===== src/rtl/seq_stage_sequencer.sv =====
// Multi-cycle stage sequencer for the sequential Y86-64 core: stage strobes, architectural PC, status, retire count.
// Optional macro SINGLE_STEP_EN adds a step input and a PAUSE state entered after every PC update.
module seq_stage_sequencer #(
  parameter logic [63:0] RESET_PC    = 64'd0,
  parameter int          MEM_TIMEOUT = 15,
  parameter int          CNT_W       = 32
) (
  input  logic             clk,
  input  logic             rst,
  input  logic             start,
  input  logic [3:0]       icode,
  input  logic             instr_valid,
  input  logic             imem_error,
  input  logic             dmem_error,
  input  logic             mem_ready,
`ifdef SINGLE_STEP_EN
  input  logic             step,
`endif
  input  logic [63:0]      newPC,
  output logic [63:0]      PC,
  output logic             fetch_en,
  output logic             decode_en,
  output logic             execute_en,
  output logic             memory_en,
  output logic             writeback_en,
  output logic             pc_en,
  output logic [2:0]       stat,
  output logic             busy,
  output logic [3:0]       icode_q,
  output logic [CNT_W-1:0] instr_count
);

  localparam logic [3:0] S_IDLE      = 4'd0;
  localparam logic [3:0] S_FETCH     = 4'd1;
  localparam logic [3:0] S_DECODE    = 4'd2;
  localparam logic [3:0] S_EXECUTE   = 4'd3;
  localparam logic [3:0] S_MEMORY    = 4'd4;
  localparam logic [3:0] S_WRITEBACK = 4'd5;
  localparam logic [3:0] S_PCUPD     = 4'd6;
  localparam logic [3:0] S_HALTED    = 4'd7;
  localparam logic [3:0] S_PAUSE     = 4'd8;

  localparam logic [2:0] STAT_AOK = 3'd1;
  localparam logic [2:0] STAT_HLT = 3'd2;
  localparam logic [2:0] STAT_ADR = 3'd3;
  localparam logic [2:0] STAT_INS = 3'd4;

  localparam int                WAIT_W    = (MEM_TIMEOUT < 2) ? 1 : $clog2(MEM_TIMEOUT);
  localparam logic [WAIT_W-1:0] WAIT_LAST = WAIT_W'(MEM_TIMEOUT - 1);

  logic [3:0]        r_state;
  logic [63:0]       r_pc;
  logic [2:0]        r_stat;
  logic [3:0]        r_icode_q;
  logic [CNT_W-1:0]  r_count;
  logic [WAIT_W-1:0] r_wait;

  logic [3:0]        w_state_nxt;
  logic [2:0]        w_stat_nxt;
  logic              w_is_mem;

  // mrmovq, rmmovq, call, ret, pushq and popq touch data memory
  always_comb begin
    case (r_icode_q)
      4'd4, 4'd5, 4'd8, 4'd9, 4'd10, 4'd11: w_is_mem = 1'b1;
      default:                              w_is_mem = 1'b0;
    endcase
  end

  always_comb begin
    w_state_nxt = r_state;
    w_stat_nxt  = r_stat;
    case (r_state)
      S_IDLE: begin
        if (start) w_state_nxt = S_FETCH;
        else       w_state_nxt = S_IDLE;
      end
      S_FETCH: begin
        if (imem_error) begin
          w_stat_nxt  = STAT_ADR;
          w_state_nxt = S_HALTED;
        end else if (!instr_valid) begin
          w_stat_nxt  = STAT_INS;
          w_state_nxt = S_HALTED;
        end else if (icode == 4'd0) begin
          w_stat_nxt  = STAT_HLT;
          w_state_nxt = S_HALTED;
        end else begin
          w_state_nxt = S_DECODE;
        end
      end
      S_DECODE:  w_state_nxt = S_EXECUTE;
      S_EXECUTE: w_state_nxt = w_is_mem ? S_MEMORY : S_WRITEBACK;
      S_MEMORY: begin
        if (mem_ready && dmem_error) begin
          w_stat_nxt  = STAT_ADR;
          w_state_nxt = S_HALTED;
        end else if (mem_ready) begin
          w_state_nxt = S_WRITEBACK;
        end else if (r_wait == WAIT_LAST) begin
          w_stat_nxt  = STAT_ADR;
          w_state_nxt = S_HALTED;
        end else begin
          w_state_nxt = S_MEMORY;
        end
      end
      S_WRITEBACK: w_state_nxt = S_PCUPD;
`ifdef SINGLE_STEP_EN
      S_PCUPD: w_state_nxt = S_PAUSE;
      S_PAUSE: begin
        if (step) w_state_nxt = S_FETCH;
        else      w_state_nxt = S_PAUSE;
      end
`else
      S_PCUPD: w_state_nxt = S_FETCH;
`endif
      S_HALTED: w_state_nxt = S_HALTED;
      default:  w_state_nxt = S_IDLE;
    endcase
  end

  always_ff @(posedge clk or posedge rst) begin
    if (rst) begin
      r_state   <= S_IDLE;
      r_pc      <= RESET_PC;
      r_stat    <= STAT_AOK;
      r_icode_q <= 4'd0;
      r_count   <= '0;
      r_wait    <= '0;
    end else begin
      r_state <= w_state_nxt;
      r_stat  <= w_stat_nxt;
      if (r_state == S_FETCH) r_icode_q <= icode;
      if (r_state == S_PCUPD) begin
        r_pc    <= newPC;
        r_count <= r_count + CNT_W'(1);
      end
      // wait counter only runs while staying in MEMORY; any exit clears it
      if ((r_state == S_MEMORY) && (w_state_nxt == S_MEMORY)) r_wait <= r_wait + WAIT_W'(1);
      else                                                    r_wait <= '0;
    end
  end

  assign PC           = r_pc;
  assign stat         = r_stat;
  assign icode_q      = r_icode_q;
  assign instr_count  = r_count;
  assign fetch_en     = (r_state == S_FETCH);
  assign decode_en    = (r_state == S_DECODE);
  assign execute_en   = (r_state == S_EXECUTE);
  assign memory_en    = (r_state == S_MEMORY);
  assign writeback_en = (r_state == S_WRITEBACK);
  assign pc_en        = (r_state == S_PCUPD);
  assign busy         = (r_state != S_IDLE) && (r_state != S_HALTED);

endmodule


===== config.mk =====
export PLATFORM = sky130hd
export DESIGN_NAME = seq_stage_sequencer
export DESIGN_NICKNAME = d
export VERILOG_FILES = /design/src/rtl/seq_stage_sequencer.sv
export SDC_FILE = /design/constraint.sdc
export NUM_CORES = 1
export LEC_CHECK = 0
export CELL_PAD_IN_SITES_DETAIL_PLACEMENT = 0
export CELL_PAD_IN_SITES_GLOBAL_PLACEMENT = 1
export CORE_ASPECT_RATIO = 1.25
export CORE_MARGIN = 5
export CORE_UTILIZATION = 34
export DETAILED_ROUTE_END_ITERATION = 10
export PLACE_DENSITY = 0.95
export SLEW_MARGIN = 20
export SYNTH_ARGS = -nofsm -noshare
export SYNTH_HDL_FRONTEND = slang
export SYNTH_SLANG_ARGS = --single-unit

===== constraint.sdc =====
create_clock -name clk -period 9.3 [get_ports clk]
set_clock_uncertainty 0.1 [all_clocks]
set_input_delay 1.86 -clock clk [delete_from_list [all_inputs] [get_ports clk]]
set_output_delay 1.86 -clock clk [all_outputs]
set_load 0.02 [all_outputs]

==> results of run 1 <==
## kinds of logic after synthesis
group | count (synthesis) | synth area share (%)
DFF | 110 | 61.28
AOI/OAI and AO/OA | 9 | 1.197
buffers and inverters | 25 | 2.450
xor gates and xnor gates | 33 | 6.431
muxes | 8 | 1.949
and+or+nand+nor | 277 | 25.86
adders and majority gates | 3 | 0.8353
## where the power goes
group / internal [mW] / switching (mW) / leakage [nW] / total [mW]
sequential: 0.651 / 0.123 / 1.40 / 0.774
clock: 0.227 / 0.174 / 0.158 / 0.401
combinational: 0.435 / 0.527 / 1.59 / 0.962
## cell usage after synthesis (2+ instances only)
master | number | area share (%)
mux2i_1 | 2 | 0.45
a21oi_1 | 2 | 0.22
nand3_1 | 12 | 1.3
or2_2 | 2 | 0.28
inv_1 | 5 | 0.42
mux2_2 | 6 | 1.5
buf_2 | 2 | 0.22
o21ai_0 | 3 | 0.33
nand4_1 | 9 | 1.3
nor3_1 | 5 | 0.56
xor2_1 | 10 | 1.9
clkinv_2 | 2 | 0.22
nand2b_1 | 3 | 0.42
nor4_1 | 2 | 0.28
nor2_1 | 21 | 1.8
ha_1 | 3 | 0.84
xnor2_1 | 23 | 4.5
nand2_1 | 211 | 18
and3_1 | 2 | 0.28
dfrtp_1 | 109 | 61
or4_1 | 2 | 0.33
and4_1 | 2 | 0.39
clkbuf_1 | 14 | 1.2
## critical path, cell delays in order (launching register included)
cell             delay, ns
dfrtp_1               0.52
clkinv_2              0.13
nand3_2               0.11
clkinv_2              0.74
clkdlybuf4s50_1       0.80
## per-stage QoR
stage,util [%],power [mW],worst slack (ns),instances
6_report,51.87,2.137,4.654,820
3_5_place_dp,49.46,1.760,5.001,804
3_3_place_gp,49.46,1.727,5.089,804
2_1_floorplan,-,1.279,4.439,465
5_1_grt,51.87,2.281,4.445,820
4_1_cts,51.87,2.172,4.616,820
## flip-flops by register name, indices dropped and copies added, names as in the netlist
signal / cells
r_state: 3
stat: 3
r_wait: 4
PC: 64
icode_q: 4
instr_count: 32
## layer usage
metal	vias to the layer above	track usage, %	share of wire (%)
met2	131	26.34	50
met5	-	0	0.092
li1	1826	-	-
met3	16	4.714	7.8
met4	2	6.139	1.7
met1	1776	18.47	41
## final cells by class
cell class | instances | area (sq um)
tap | 171 | 214.0
fill | 1204 | 6311
sequential | 110 | 2754
clock buffer | 11 | 252.7
timing repair buffer | 186 | 1857
inverter | 7 | 31.28
multi-input combinational | 330 | 1630
clock inverter | 5 | 63.81
## worst paths after layout
path	from	end	slack, ns	cells past startpoint
setup reg to reg	r_state[0]	instr_count[24]	6.14	7
hold reg to reg	PC[62]	PC[62]	0.38	2
max in group asynchronous	rst	instr_count[1]	6.03	3
min in group asynchronous	rst	PC[24]	1.82	2
hold / removal	PC[62]	PC[62]	0.38	2
setup / recovery	r_state[0]	pc_en	4.65	4
==> flow_metrics.tcl, run 1 <==
set metrics [dict create \
    cap_viol_max_count 0 \
    setup_viol 0 \
    p_per_area_nw_per_um2 314.2 \
    avgViaCountPerCell 4.574 \
    fmax_ghz 0.2152 \
    run_status "finished, final reports clean" \
    die_x_microns 112.8 \
    slew_viol_final 0 \
    cp.required_ns 7.34 \
    initialDrtViolationCount 163 \
    clock_sinks 110 \
    place_area_sq_um 6486 \
    grt_max_degree 72 \
    end_kind "primary output" \
    setup_tns_ns 0 \
    wl_per_cell_microns 14.59 \
    synth_edf_count 0 \
    stdcell_area_sq_um 6803 \
    min_path_type "reg2reg" \
    start_util_pct 34.27 \
    cts_buffers 9 \
    period_share_pct 49.96 \
    ctsHoldBuffers 0 \
    core_area_sq_um 13110 \
    synthArstFlopShare_pct 100.0 \
    chipHeight_microns 138.5 \
    grt.total_usage_pct 15.58 \
    ir_drop_v 0.0001858 \
    htreeDepth 3 \
    cts.clk_slew.worst_paths_ns 0.07 \
    synth_fp_nets 543 \
    layout_commonest_cell "nand2_1" \
    synth_cell_types 36 \
    path_class "reg2out" \
    insertion_delay_ns 0.34 \
    clockBufferDepth 2 \
    leakagePower_nw 3.141 \
    vias 3751 \
    syn_to_final_growth_pct 51.36 \
    grt_pass1_wl_microns 19840 \
    fin_crit_ns 4.646 \
    finalHoldViolations 0 \
    cts-root-buf "clkbuf_16" \
    rsz0062_at_grt "no" \
    dp_hpwl_microns 8853 \
    holdWs_ns 0.3768 \
    overflow 0 \
    grt_pass1_vias 4016 \
    port_buffers 184 \
    dr.pass1.iters 4 \
    synth.avg_cell_area_sq_um 9.665 \
    synth_ff_type "dfrtp_1" \
    die-area_sq_um 15630 \
    worst_setup_path_start_kind "register" \
    syn_inst 465 \
    cts_resized 0 \
    rows 47 \
    ant_nets 0 \
    drc 0 \
    tightest_slew_ns 0.9943 \
    post_cts_buffers 0 \
    cts_tree "yes" \
    io_pins 185 \
    worstPathArrival_ns 2.69 \
    layout-drive-gt1-share_pct 5.085 \
    layout.cells.most_common_list "nand2_1, clkdlybuf4s50_1, dfrtp_1" \
    ys.warnings.count 0 \
    relSlewSlack_pct 33.71 \
    ys_ff_latch 110 \
    ys_seq_area_share_pct 61.28 \
    worstPathMaxFanout 71 \
    wl_microns 11960 \
    antenna_found_initial 1 \
    place_congestion 0.7942 \
    syn-cell-area_sq_um 4494 \
    fin_nets 722 \
    antenna-diode-count 0 \
]
Note: power is estimated with default switching activity, not from simulation.
==> run 2: changes to the inputs <==
--- a/config.mk
+++ b/config.mk
@@ -9,9 +9,9 @@
 export CELL_PAD_IN_SITES_GLOBAL_PLACEMENT = 1
 export CORE_ASPECT_RATIO = 1.25
 export CORE_MARGIN = 5
-export CORE_UTILIZATION = 34
+export CORE_UTILIZATION = 28
 export DETAILED_ROUTE_END_ITERATION = 10
-export PLACE_DENSITY = 0.95
+export PLACE_DENSITY = 0.86
 export SLEW_MARGIN = 20
 export SYNTH_ARGS = -nofsm -noshare
 export SYNTH_HDL_FRONTEND = slang
==> constraint.sdc (replaced) <==
create_clock -name clk -period 3.9 [get_ports clk]
set_clock_uncertainty 0.1 [all_clocks]
set_input_delay 0.78 -clock clk [delete_from_list [all_inputs] [get_ports clk]]
set_output_delay 0.78 -clock clk [all_outputs]
set_load 0.02 [all_outputs]
==> run 2 against run 1 <==
Count of clock-buffer cells in the layout decreased by 1. Sequential share of layout area is 0.35 points lower. Core utilization is 8.2 points lower. Largest cell class unchanged. Final cell count grew 5.1%. Critical path type unchanged. Power is 140% higher. Highest routed layer is now met4.
==> flow_metrics.tcl, run 2 (synthesis results as in run 1) <==
set metrics [dict create \
    run_status "finished, final reports clean" \
    timing.rr.end "instr_count[24]" \
    layout-drive-gt1-share_pct 5.231 \
    wl_per_cell_microns 14.65 \
    ant_nets 0 \
    max_stage_delay_ns 0.70 \
    chipHeight_microns 151.6 \
    clockBufferDepth 2 \
    initialDrtViolationCount 174 \
    fin_crit_ns 2.999 \
    worstPathArrival_ns 2.12 \
    rrSetupSlack_ns 1.43 \
    leakagePower_nw 3.146 \
    grt.total_usage_pct 13.49 \
    crit_chain "nand2b_1 > nor2_1 > clkdlybuf4s50_1" \
    hp-start "PC[22]" \
    start_util_pct 28.63 \
    end_kind "primary output" \
    core_area_sq_um 15700 \
    min_path_type "reg2reg" \
    io_pins 185 \
    antenna-diode-count 0 \
    crit_path_top_delay_cell "clkdlybuf4s50_1" \
    fin_nets 723 \
    antenna_found_initial 0 \
    worst_setup_path_start_kind "register" \
    syn_to_final_growth_pct 52.70 \
    cts_tree "yes" \
    path_class "reg2out" \
    die_x_microns 123.3 \
    drc 0 \
    setup_viol 0 \
    crit_path_start "r_state[2]" \
    period_share_pct 76.90 \
    path_buf_inv 1 \
    routed.top_layer "met4" \
    fin_cells 862 \
    grt_pass1_wl_microns 19790 \
    wl_met1_microns 5078 \
    dr.pass1.iters 5 \
    cts_resized 0 \
    insertion_delay_ns 0.35 \
    grt_pass1_vias 3881 \
    cts-root-buf "clkbuf_16" \
    p_per_area_nw_per_um2 742.6 \
    relSlewSlack_pct 45.44 \
    slew_viol_final 0 \
    clock_sinks 110 \
    finalHoldViolations 0 \
    overflow 0 \
    r2r_start "r_state[0]" \
    report.power.total_mw 5.096 \
    rows 51 \
    crit_family "buffers and inverters" \
    layout.cells.most_common_list "nand2_1, clkdlybuf4s50_1, dfrtp_1" \
    cap_viol_max_count 0 \
    grt_max_degree 66 \
    dp_hpwl_microns 9189 \
    cp.required_ns 3.02 \
    vias 3784 \
    post_cts_buffers 0 \
    worstPathMaxFanout 9 \
    min_path_cells 2 \
    rsz0062_at_grt "no" \
    setup_tns_ns 0 \
    port_buffers 184 \
    layout_commonest_cell "nand2_1" \
    r2r_cells 7 \
    ir_drop_v 0.0003716 \
    fmax_ghz 0.3334 \
    avgViaCountPerCell 4.390 \
    cts_buffers 9 \
    htreeDepth 3 \
    wl_met2_microns 6330 \
    ctsHoldBuffers 0 \
    die-area_sq_um 18700 \
    dp.cells 846 \
    cts.clk_slew.worst_paths_ns 0.07 \
    whs_endpoint "PC[22]" \
    largest_reg_flops 64 \
    met3_wirelength_microns 1065 \
    wl_microns 12630 \
    place_congestion 0.8028 \
    tightest_slew_ns 0.8109 \
]
[run 2: per-stage QoR]
stage / worst slack [ns] / util [%] / instance area [sq um] / hold slack, ns
2_1_floorplan: 0.1194 / - / 4494 / 0.3521
3_3_place_gp: 1.353 / 41.77 / 6558 / 0.3584
3_5_place_dp: 1.289 / 41.77 / 6558 / 0.3607
4_1_cts: 0.9056 / 43.72 / 6863 / 0.3790
5_1_grt: 0.7837 / 43.72 / 6863 / 0.3968
6_report: 0.9009 / 43.72 / 6863 / 0.3739
[run 2: layer usage]
layer	vias to the layer above	global-route usage [%]
met4	0	3.989
met2	133	23.59
met1	1809	15.46
li1	1826	-
met3	16	4.753
met5	-	0
[run 2: area by class of cell]
type                            count  area [sq um]
Timing Repair Buffer              187          1877
Clock inverter                      6         66.31
Inverter                            7         31.28
Fill cell                        1546          8835
Clock buffer                       10         239.0
Tap cell                          212         265.3
Multi-Input combinational cell    330          1630
Sequential cell                   110          2754
[run 2: report_power, final]
part / total, mW / switching (mW) / leakage [nW] / internal [mW]
registers: 1.83 / 0.277 / 1.40 / 1.55
clock network: 0.950 / 0.429 / 0.154 / 0.521
logic: 2.32 / 1.28 / 1.59 / 1.04
[run 2: how the worst max path moves through the flow]
stage | endpoint | slack [ns] | cells after the start
2_1_floorplan | PC[0] | 0.12 | 1
3_3_place_gp | pc_en | 1.35 | 4
3_5_place_dp | fetch_en | 1.29 | 3
4_1_cts | fetch_en | 0.91 | 3
5_1_grt | fetch_en | 0.78 | 3
6_report | fetch_en | 0.90 | 3
[run 2: worst reg2reg max path, cell delays in order (launching register included)]
cell	delay, ns
dfrtp_1	0.47
clkinv_2	0.10
nand3_2	0.09
clkinv_2	0.29
nand3_1	0.20
nor4_1	0.75
nand4_1	0.20
xnor2_1	0.16
==> run 3: changes to the inputs <==
--- a/config.mk
+++ b/config.mk
@@ -9,9 +9,9 @@
 export CELL_PAD_IN_SITES_GLOBAL_PLACEMENT = 1
 export CORE_ASPECT_RATIO = 1.25
 export CORE_MARGIN = 5
-export CORE_UTILIZATION = 28
+export CORE_UTILIZATION = 31
 export DETAILED_ROUTE_END_ITERATION = 10
-export PLACE_DENSITY = 0.86
+export PLACE_DENSITY = 0.9
 export SLEW_MARGIN = 20
 export SYNTH_ARGS = -nofsm -noshare
 export SYNTH_HDL_FRONTEND = slang
==> constraint.sdc (replaced) <==
create_clock -name clk -period 3.13 [get_ports clk]
set_clock_uncertainty 0.1 [all_clocks]
set_input_delay 0.626 -clock clk [delete_from_list [all_inputs] [get_ports clk]]
set_output_delay 0.626 -clock clk [all_outputs]
set_load 0.02 [all_outputs]
==> run 3 against run 2 <==
Critical path depth did not move. Sequential power rose by 25%. Hold slack improved by 0.00051 ns. Setup slack got worse by 0.58 ns.
==> flow_metrics.tcl, run 3 (synthesis results as in run 1) <==
set metrics [dict create \
    finalHoldViolations 0 \
    run_status "finished, final reports clean" \
    port_buffers 184 \
    drc 0 \
    fin_nets 724 \
    io_pins 185 \
    use_met2_pct 23.90 \
    worstPathArrival_ns 2.08 \
    clock_sinks 110 \
    combPwrFrac_pct 45.6 \
    core_area_sq_um 14290 \
    period_share_pct 89.80 \
    leakagePower_nw 3.129 \
    fmax_ghz 0.3558 \
    cts-root-buf "clkbuf_16" \
    fin_crit_ns 2.811 \
    crit_chain "nand2b_1 > nor2_1 > clkdlybuf4s50_1" \
    antenna_found_initial 0 \
    die_x_microns 117.7 \
    clockBufferDepth 2 \
    pre_cts_slack_ns 0.6933 \
    p_seq_share_pct 36.3 \
    cts.clk_slew.worst_paths_ns 0.07 \
    post_cts_buffers 0 \
    antenna-diode-count 0 \
    worstPathMaxFanout 9 \
    wl_per_cell_microns 14.72 \
    cts_buffers 9 \
    path_class "reg2out" \
    worst_slack_ns 0.3193 \
    ctsHoldBuffers 0 \
    stdcell_area_sq_um 6815 \
    ant_nets 0 \
    max_stage_delay_ns 0.69 \
    end_kind "primary output" \
    setup_tns_ns 0 \
    slew_viol_final 0 \
    overflow 0 \
    die-area_sq_um 17020 \
    p_sw_share_pct 38.87 \
    setup_viol 0 \
    layout.cells.most_common_list "nand2_1, clkdlybuf4s50_1, dfrtp_1" \
    chipHeight_microns 144.6 \
    wl_microns 12200 \
    rsz0062_at_grt "no" \
    p_sw_mw 2.449 \
    rows 49 \
    layout_commonest_cell "nand2_1" \
    grt-busiest-layer "met2" \
    worst_setup_path_start_kind "register" \
    grt_max_degree 111 \
    grt_pass1_wl_microns 19710 \
    grt.total_usage_pct 14.20 \
    cts_resized 0 \
    use_met3_pct 5.556 \
    layout-drive-gt1-share_pct 5.069 \
    use_met1_pct 16.58 \
    grt_pass1_vias 3916 \
    start_util_pct 31.46 \
    crit_path_top_delay_cell "clkdlybuf4s50_1" \
    fin_cells 829 \
    dr.pass1.iters 4 \
    cp.required_ns 2.40 \
    largest_reg_flops 64 \
    relSlewSlack_pct 50.97 \
    vias 3774 \
    htreeDepth 3 \
    dp.cells 813 \
    min_path_type "reg2reg" \
    ir_drop_v 0.0007121 \
    place_congestion 0.8135 \
    final_util_pct 47.71 \
    syn_to_final_growth_pct 51.64 \
    p_per_area_nw_per_um2 924.3 \
    cts_tree "yes" \
    initialDrtViolationCount 199 \
    report.power.total_mw 6.300 \
    insertion_delay_ns 0.34 \
    avgViaCountPerCell 4.552 \
    tightest_slew_ns 0.7355 \
    holdWs_ns 0.3744 \
    p_clk_share_pct 18.1 \
    internal-power_mw 3.851 \
    dp_hpwl_microns 8934 \
    cap_viol_max_count 0 \
    place_area_sq_um 6524 \
]
run 3: changes by cell type in the layout (fill, tap and decap cells not counted), sizes merged:
| cell | previous run | this run |
|---|---|---|
| inv | 8 | 5 |
| buf | 3 | 4 |
| clkinv | 4 | 3 |
| clkinvlp | 0 | 3 |
| clkbuf | 10 | 11 |
run 3: routing by layer:
metal,up-vias,wire (microns)
met2,132,6015
met1,1803,4929
met5,-,0
li1,1825,-
met4,0,188
met3,14,1067
run 3: path summary, 6_finish.rpt:
path / slack, ns / startpoint / depth (start not counted) / end
max: 0.32 / r_state[2] / 3 / fetch_en
min: 0.37 / PC[43] / 2 / PC[43]
max reg2reg: 0.75 / r_state[0] / 7 / instr_count[29]
min reg2reg: 0.37 / PC[43] / 2 / PC[43]
max in group asynchronous: 1.79 / rst / 3 / PC[61]
min in group asynchronous: 0.72 / rst / 3 / PC[28]
run 3: critical path, delay by kind of cell, from the launching register on:
family                 cells  cell delay (ns)
buffers and inverters      1             0.69
and+or+nand+nor            2             0.58
DFF                        1             0.47
run 3: power by group through the flow:
stage	combinational (mW)	sequential, mW	clock (mW)
after floorplan	0.976	2.82	0
after global placement	2.87	2.28	0
after detailed placement	2.92	2.31	0
after CTS	2.94	2.29	1.18
after global routing	3.13	2.36	1.23
final	2.87	2.28	1.14
run 3: final cells by class:
cell class	instances	area, sq um
fill	1361	7470
sequential	110	2754
timing repair buffer	188	1884
multi-input combinational	330	1630
clock buffer	11	232.7
tap	178	222.7
clock inverter	5	58.81
inverter	7	32.53
